--- config.mk ---
export PLATFORM = sky130hd
export DESIGN_NAME = uart_rx_16x_flat
export DESIGN_NICKNAME = d
export VERILOG_FILES = /design/src/rtl/uart_rx_16x_if.sv /design/src/rtl/uart_rx_16x.sv /design/src/flat_wrapper.sv
export SDC_FILE = /design/constraint.sdc
export NUM_CORES = 1
export LEC_CHECK = 0
export BUFFER_PORTS_ARGS = -buffer_cell sky130_fd_sc_hd__buf_2
export CAP_MARGIN = 5
export CORE_MARGIN = 3
export CORE_UTILIZATION = 45
export DETAILED_ROUTE_END_ITERATION = 12
export PLACE_DENSITY_LB_ADDON = 0.12
export SETUP_SLACK_MARGIN = 0.3
export SYNTH_ARGS = -nofsm -noshare
export SYNTH_HDL_FRONTEND = slang
export SYNTH_SLANG_ARGS = --single-unit
--- constraint.sdc ---
create_clock -name clk_50m -period 5.13 [get_ports clk_50m]
set_input_delay 0.7695 -clock clk_50m [delete_from_list [all_inputs] [get_ports clk_50m]]
set_output_delay 0.7695 -clock clk_50m [all_outputs]
set_load 0.05 [all_outputs]
--- src/rtl/uart_rx_16x_if.sv ---
// Byte-side handshake between uart_rx_16x (master) and the UART register logic (slave).
// With UART_RX_PARITY_EN defined it also carries the parity controls and parity_err.
interface uart_rx_16x_if;
    logic [7:0] rx_data;
    logic       rx_valid;
    logic       rx_ack;
    logic       framing_err;
    logic       overrun;
`ifdef UART_RX_PARITY_EN
    logic       parity_en;
    logic       parity_odd;
    logic       parity_err;

    modport master (
        output rx_data, rx_valid, framing_err, overrun, parity_err,
        input  rx_ack, parity_en, parity_odd
    );
    modport slave (
        input  rx_data, rx_valid, framing_err, overrun, parity_err,
        output rx_ack, parity_en, parity_odd
    );
`else
    modport master (
        output rx_data, rx_valid, framing_err, overrun,
        input  rx_ack
    );
    modport slave (
        input  rx_data, rx_valid, framing_err, overrun,
        output rx_ack
    );
`endif
endinterface

--- src/rtl/uart_rx_16x.sv ---
// 16x-oversampling UART receiver clocked by clk_50m; the 1.8432 MHz reference is sampled as data.
// Optional parity support is compiled in with UART_RX_PARITY_EN.
module uart_rx_16x #(
    parameter int DATA_BITS   = 8,
    parameter int SYNC_STAGES = 2
) (
    input  logic          clk_50m,
    input  logic          rst_n,
    input  logic          clk_1p8432m,
    input  logic [15:0]   divisor,
    input  logic          rxd,
    uart_rx_16x_if.master rx_if
);
    localparam logic [2:0] LAST_BIT    = 3'(DATA_BITS - 1);
    localparam int         ALIGN_SHIFT = 8 - DATA_BITS;

    typedef enum logic [2:0] {
        IDLE, START, DATA, STOP, BRK_WAIT
`ifdef UART_RX_PARITY_EN
        , PARITY
`endif
    } state_e;

    logic [SYNC_STAGES-1:0] ref_sync_q, ref_sync_d;
    logic [SYNC_STAGES-1:0] rxd_sync_q, rxd_sync_d;
    logic                   ref_last_q, ref_last_d;
    logic [15:0]            div_cnt_q, div_cnt_d;
    logic                   ref_en, tick16, rxd_s, sample, load;

    state_e     state_q, state_d;
    logic [3:0] scnt_q, scnt_d;
    logic [2:0] bcnt_q, bcnt_d;
    logic [7:0] shift_q, shift_d, data_aligned;
    logic [7:0] rx_data_q, rx_data_d;
    logic       rx_valid_q, rx_valid_d;
    logic       framing_err_q, framing_err_d;
    logic       overrun_q, overrun_d;
`ifdef UART_RX_PARITY_EN
    logic       par_en_q, par_en_d, par_odd_q, par_odd_d;
    logic       par_bit_q, par_bit_d, parity_err_q, parity_err_d;
`endif

    // NOTE: every signal written in an always_comb gets a default first; a missing branch would otherwise infer a latch.
    always_comb begin
        ref_sync_d = {ref_sync_q[SYNC_STAGES-2:0], clk_1p8432m};
        rxd_sync_d = {rxd_sync_q[SYNC_STAGES-2:0], rxd};
        rxd_s      = rxd_sync_q[SYNC_STAGES-1];
        ref_last_d = ref_sync_q[SYNC_STAGES-1];
        ref_en     = ref_sync_q[SYNC_STAGES-1] & ~ref_last_q;
        div_cnt_d  = div_cnt_q;
        tick16     = 1'b0;
        if (ref_en) begin
            div_cnt_d = (div_cnt_q <= 16'd1) ? divisor : div_cnt_q - 16'd1;
            // A zero divisor must never tick, even while a stale count drains through 1.
            tick16    = (divisor != 16'd0) && ((div_cnt_q == 16'd1) || (divisor == 16'd1));
        end
    end

    // NOTE: sequential state uses <= so every flop sees pre-edge values; = would make results depend on block order.
    always_ff @(posedge clk_50m or negedge rst_n) begin
        if (!rst_n) begin
            ref_sync_q <= '0;
            rxd_sync_q <= '1;
            ref_last_q <= 1'b0;
            div_cnt_q  <= '0;
        end else begin
            ref_sync_q <= ref_sync_d;
            rxd_sync_q <= rxd_sync_d;
            ref_last_q <= ref_last_d;
            div_cnt_q  <= div_cnt_d;
        end
    end

    always_ff @(posedge clk_50m or negedge rst_n) begin
        if (!rst_n) state_q <= IDLE;
        else        state_q <= state_d;
    end

    always_comb begin
        state_d = state_q;
        scnt_d  = scnt_q;
        bcnt_d  = bcnt_q;
        if (tick16) begin
            case (state_q)
                IDLE: if (!rxd_s) begin
                    state_d = START;
                    scnt_d  = '0;
                end
                START: if (scnt_q == 4'd7) begin
                    state_d = rxd_s ? IDLE : DATA;
                    scnt_d  = '0;
                    bcnt_d  = '0;
                end else begin
                    scnt_d = scnt_q + 4'd1;
                end
                DATA: begin
                    scnt_d = scnt_q + 4'd1;
                    if (scnt_q == 4'd15) begin
                        bcnt_d = bcnt_q + 3'd1;
`ifdef UART_RX_PARITY_EN
                        if (bcnt_q == LAST_BIT) state_d = par_en_q ? PARITY : STOP;
`else
                        if (bcnt_q == LAST_BIT) state_d = STOP;
`endif
                    end
                end
`ifdef UART_RX_PARITY_EN
                PARITY: begin
                    scnt_d = scnt_q + 4'd1;
                    if (scnt_q == 4'd15) state_d = STOP;
                end
`endif
                STOP: begin
                    scnt_d = scnt_q + 4'd1;
                    if (scnt_q == 4'd15) state_d = rxd_s ? IDLE : BRK_WAIT;
                end
                BRK_WAIT: if (rxd_s) state_d = IDLE;
                default:  state_d = IDLE;
            endcase
        end
    end

    assign sample = tick16 && (scnt_q == 4'd15);

    always_comb begin
        shift_d       = shift_q;
        rx_data_d     = rx_data_q;
        rx_valid_d    = rx_valid_q;
        framing_err_d = framing_err_q;
        overrun_d     = overrun_q;
        data_aligned  = shift_q >> ALIGN_SHIFT;
        load          = sample && (state_q == STOP);
        if (sample && (state_q == DATA)) shift_d = {rxd_s, shift_q[7:1]};
`ifdef UART_RX_PARITY_EN
        par_en_d     = par_en_q;
        par_odd_d    = par_odd_q;
        par_bit_d    = par_bit_q;
        parity_err_d = parity_err_q;
        if (tick16 && (state_q == START) && (scnt_q == 4'd7) && !rxd_s) begin
            par_en_d  = rx_if.parity_en;
            par_odd_d = rx_if.parity_odd;
        end
        if (sample && (state_q == PARITY)) par_bit_d = rxd_s;
        if (load) parity_err_d = par_en_q && (((^data_aligned) ^ par_bit_q) != par_odd_q);
`endif
        if (load) begin
            rx_data_d     = data_aligned;
            rx_valid_d    = 1'b1;
            framing_err_d = ~rxd_s;
            // A simultaneous ack consumes the old byte, so the overwrite is not an overrun.
            if (!rx_if.rx_ack) overrun_d = overrun_q | rx_valid_q;
        end else if (rx_if.rx_ack && rx_valid_q) begin
            rx_valid_d = 1'b0;
            overrun_d  = 1'b0;
        end
    end

    always_ff @(posedge clk_50m or negedge rst_n) begin
        if (!rst_n) begin
            scnt_q        <= '0;
            bcnt_q        <= '0;
            shift_q       <= '0;
            rx_data_q     <= '0;
            rx_valid_q    <= 1'b0;
            framing_err_q <= 1'b0;
            overrun_q     <= 1'b0;
        end else begin
            scnt_q        <= scnt_d;
            bcnt_q        <= bcnt_d;
            shift_q       <= shift_d;
            rx_data_q     <= rx_data_d;
            rx_valid_q    <= rx_valid_d;
            framing_err_q <= framing_err_d;
            overrun_q     <= overrun_d;
        end
    end

`ifdef UART_RX_PARITY_EN
    always_ff @(posedge clk_50m or negedge rst_n) begin
        if (!rst_n) begin
            par_en_q     <= 1'b0;
            par_odd_q    <= 1'b0;
            par_bit_q    <= 1'b0;
            parity_err_q <= 1'b0;
        end else begin
            par_en_q     <= par_en_d;
            par_odd_q    <= par_odd_d;
            par_bit_q    <= par_bit_d;
            parity_err_q <= parity_err_d;
        end
    end

    assign rx_if.parity_err = parity_err_q;
`endif

    assign rx_if.rx_data     = rx_data_q;
    assign rx_if.rx_valid    = rx_valid_q;
    assign rx_if.framing_err = framing_err_q;
    assign rx_if.overrun     = overrun_q;
endmodule

--- src/flat_wrapper.sv ---
// flat-port wrapper written by rule: the top's interface ports become plain ports
module uart_rx_16x_flat 
#(
    parameter int DATA_BITS   = 8,
    parameter int SYNC_STAGES = 2
)
  (clk_50m, rst_n, clk_1p8432m, divisor, rxd, rx_if_rx_data, rx_if_rx_valid, rx_if_framing_err, rx_if_overrun, rx_if_rx_ack);
  uart_rx_16x_if rx_if_i ();
  input  logic clk_50m;
  input  logic rst_n;
  input  logic clk_1p8432m;
  input  logic [15:0] divisor;
  input  logic rxd;
  output wire logic [$bits(rx_if_i.rx_data)-1:0] rx_if_rx_data;
  output wire logic [$bits(rx_if_i.rx_valid)-1:0] rx_if_rx_valid;
  output wire logic [$bits(rx_if_i.framing_err)-1:0] rx_if_framing_err;
  output wire logic [$bits(rx_if_i.overrun)-1:0] rx_if_overrun;
  input wire logic [$bits(rx_if_i.rx_ack)-1:0] rx_if_rx_ack;
  assign rx_if_rx_data = rx_if_i.rx_data;
  assign rx_if_rx_valid = rx_if_i.rx_valid;
  assign rx_if_framing_err = rx_if_i.framing_err;
  assign rx_if_overrun = rx_if_i.overrun;
  assign rx_if_i.rx_ack = rx_if_rx_ack;
  uart_rx_16x #(.DATA_BITS(DATA_BITS), .SYNC_STAGES(SYNC_STAGES)) u_core (.clk_50m(clk_50m), .rst_n(rst_n), .clk_1p8432m(clk_1p8432m), .divisor(divisor), .rxd(rxd), .rx_if(rx_if_i));
endmodule
==> metrics.csv <==
stage,metric,value,unit
cts,Post-CTS Setup Bufs,0,
cts,post-cts resize count,0,
floorplanning,row cnt,27,
power,Worst VDD drop,0.0001842,V
floorplanning,Core Footprint,5608,sq um
worst_setup_path,crit-path max cell delay,0.66,ns
power,switching power,0.2341,mW
grt,global route overflow,0,
floorplanning,I/O pins,32,
worst_setup_path,Critical Path Slowest Stage Cell,mux2i_2,
sta,Final Max Tran Viols,0,
worst_hold_path,hold_sp,u_core.ref_sync_q[0],
worst_hold_path,HP Class,reg2reg,
grt,number of global-route vias before repair,2016,
finish,register area,1254,sq um
synthesis,post-synthesis register bit count,50,
worst_setup_path,Startpoint Class,input port,
sta,Worst Skew,0.004470,ns
synthesis,top-area cell type share of the netlist area,45.16,%
status,status,finished clean,
finish,"commonest non-fill, non-tap cell in the layout",dfrtp_1,
floorplanning,die height,82.89,um
drt,via count,2048,
synthesis,post-synth cell types,49,
synthesis,sequential share of the synthesized area,47.13,%
drt,Top Metal Used,met4,
synthesis,ys async rst share,100.0,%
drt,total iterations of the first detailed-routing run,4,
cts,htree depth,2,
grt,GRT Total Usage,16.84,%
worst_hold_path,hold-critical path depth,0,
placed_design,Placement Setup Slack,2.104,ns
placed_design,HPWL Detailed,3838,um
floorplanning,die area,6870,sq um
floorplanning,Initial Util,47.43,%
finish,Multi-input gate area,1320,sq um
worst_setup_path,Worst R2R Start,u_core.ref_last_q,
drt,met1 WL,2690,um
synthesis,syn_nets,278,
drt,post-route ant nets,0,
finish,Layout Nets,310,
cts,deepest clock path buffer count,2,
finish,most frequent cells in the layout,"48 x dfrtp_1, 31 x buf_2, 23 x o21ai_0",
cts,Clock Sinks,50,
synthesis,ys flop type,dfrtp_1,
synthesis,"EDFF count, synth",0,
worst_setup_path,worst reg2reg endpoint,u_core.scnt_q[3],
placed_design,placed cell area,2890,sq um
drt,vias per cell,5.737,
synthesis,synthesized cell area,2660,sq um
finish,fill count,535,
worst_setup_path,R2R depth,5,
power,leakage power,1.339,nW
sta,Tmin final,2.682,ns
drt,Detailed Route Iter0 Violations,85,
cts,Hold Buf Count CTS,0,
grt,largest net degree at the start of global routing,51,
sta,Worst Slack Setup Final,2.448,ns
power,Clock Power Share,34.7,%
grt,antenna violations before repair,0,
drt,met3 wire len,204,um
worst_setup_path,ordered cell list for the critical path,"buf_2, nor4_1, nand4_1, mux2i_2, nor2_2, a211o_1",
power,Flop pwr share,53.8,%
synthesis,Mapped Avg Cell Area,10.56,sq um
placed_design,Port Buffers,31,
synthesis,Synth area leaders,"dfrtp_1 45%, mux2_2 8.5%, o21ai_0 4.3%",
power,Switching Fraction,27.68,%
synthesis,largest area contributor in the netlist,dfrtp_1,
power,Logic pwr share,11.5,%
sta,FMAX,372.8,MHz
run,max_cap viols,0,
worst_hold_path,WHS Endpoint,u_core.ref_sync_q[1],
worst_setup_path,Worst EP required,5.33,ns
sta,unrepaired setup endpoints after global routing,false,
drt,DRC,0,
worst_setup_path,crit path max fanout,12,
sta,Final setup violation count,0,
finish,Layout area overhead,13.08,%
sta,Tcrit/Tclk final,52.28,%
sta,Slew HR,32.28,%
grt,global-route wire length before repair,9715,um
sta,Setup TNS Final,0,ns
worst_setup_path,Setup crit end kind,flip-flop,
cts,root buffer cell,clkbuf_8,
drt,Post-Route WL,5529,um
floorplanning,die width,82.89,um
finish,"Design Area, Final",3008,sq um
cts,clk_lat worst skew,0.31,ns
power,P_int,0.6115,mW
drt,DR WL/cell,15.49,um
placed_design,Placer Congestion,0.7751,
cts,Worst-path clk slew,0.10,ns
sta,"Hold Vio Cnt, Final",0,
worst_setup_path,CP arrival,2.89,ns
finish,layout cell share with drive strength beyond 1,27.02,%
synthesis,Mapped Cells,252,
drt,met2 wire length,2578,um
worst_setup_path,FF-to-FF setup slack,2.64,ns
sta,Tightest Pin Transition,1.016,ns
finish,Diodes inserted,0,
synthesis,Synth warnings,0,
power,PD cells,281.1,nW/um^2
worst_setup_path,WS Path Type,in2reg,
cts,CTS tree,yes,
cts,CTS buffer count,5,
==> cell usage after synthesis, types with 2 or more instances <==
| cell type | count |
|---|---|
| mux2i_1 | 2 |
| a22oi_1 | 3 |
| o21ai_0 | 23 |
| a2bb2oi_1 | 10 |
| o21a_1 | 2 |
| nor2_1 | 12 |
| and3_1 | 4 |
| nand4_1 | 3 |
| dfstp_2 | 2 |
| o21ai_1 | 2 |
| a21oi_1 | 9 |
| or3b_2 | 2 |
| nand2_1 | 15 |
| a31oi_1 | 2 |
| clkbuf_1 | 9 |
| and4_1 | 3 |
| dfrtp_1 | 48 |
| ha_1 | 5 |
| nor4b_1 | 2 |
| mux2_2 | 20 |
| nor3_1 | 7 |
| inv_1 | 11 |
| nand3_1 | 10 |
| nor2b_1 | 2 |
| o2bb2ai_1 | 3 |
| or4_1 | 2 |
| nor4_4 | 2 |
| nor4_1 | 3 |
| o31ai_1 | 2 |
| o211ai_1 | 4 |
| a211o_1 | 2 |
| o22ai_1 | 4 |
| o22a_1 | 2 |
| nand2b_1 | 5 |
==> critical path: cells and delay by family <==
family,cells,cell delay [ns]
multiplexers,1,0.66
AND/OR/NAND/NOR,3,1.01
buffers and inverters,1,0.10
AO/OA/AOI/OAI,1,0.35
==> worst max path at each step <==
| stage | start | endpoint | slack [ns] |
|---|---|---|---|
| after floorplan | divisor[11] | u_core.rx_if.rx_data[0] | 2.76 |
| after global placement | divisor[11] | u_core.rx_if.rx_data[4] | 2.19 |
| after detailed placement | divisor[14] | u_core.rx_if.rx_data[6] | 2.10 |
| after CTS | divisor[14] | u_core.rx_if.overrun | 2.43 |
| after global routing | divisor[14] | u_core.rx_if.overrun | 2.30 |
| final | divisor[7] | u_core.rx_if.overrun | 2.45 |
==> flip-flops by register name, summed over array words and instances (netlist names) <==
name	flops
u_core.rx_if.framing_err	1
u_core.scnt_q	4
u_core.ref_last_q	1
u_core.rx_if.rx_data	8
u_core.rxd_sync_q	2
u_core.rx_if.rx_valid	1
u_core.div_cnt_q	16
u_core.ref_sync_q	2
u_core.rx_if.overrun	1
u_core.data_aligned	8
u_core.state_q	3
u_core.bcnt_q	3
==> layout make-up <==
cell class / instances / share of cell area, %
multi-input combinational: 181 / 43.89
sequential: 50 / 41.68
timing repair buffer: 35 / 6.156
tap: 72 / 2.995
clock buffer: 5 / 2.288
clock inverter: 3 / 1.622
inverter: 11 / 1.373
==> per-layer routing <==
metal / global-route usage [%] / up-vias
met5: 0 / -
met4: 4.903 / 0
met3: 2.976 / 5
met2: 27.84 / 43
met1: 22.62 / 988
li1: - / 1012
==> metrics by stage <==
stage,power (mW),hold WS [ns],instances,util [%]
floorplan,0.5201,0.3312,252,-
detailed placement,0.5612,0.3373,349,51.54
CTS,0.8564,0.3609,357,53.64
finish,0.8456,0.3567,357,53.64
global route,0.8931,0.3695,357,53.64
global placement,0.5593,0.3343,349,51.54
==> power groups by stage <==
stage               clock network [mW]  registers (mW)  logic [mW]
global route                     0.318           0.460       0.114
detailed placement                   0           0.463      0.0984
floorplan                            0           0.454      0.0658
finish                           0.293           0.455      0.0974
CTS                              0.302           0.455      0.0990
global placement                     0           0.462      0.0970
==> cell families after synthesis <==
family	after synthesis	synth area share [%]
AND/OR/NAND/NOR	79	18.11
AO/OA/AOI/OAI	73	19.10
flip-flops	50	47.13
multiplexers	23	9.737
buffers and inverters	21	3.245
adder cells (fa/ha/maj)	5	2.352
XOR/XNOR	1	0.3293
Note: power is estimated with default switching activity, not from simulation.
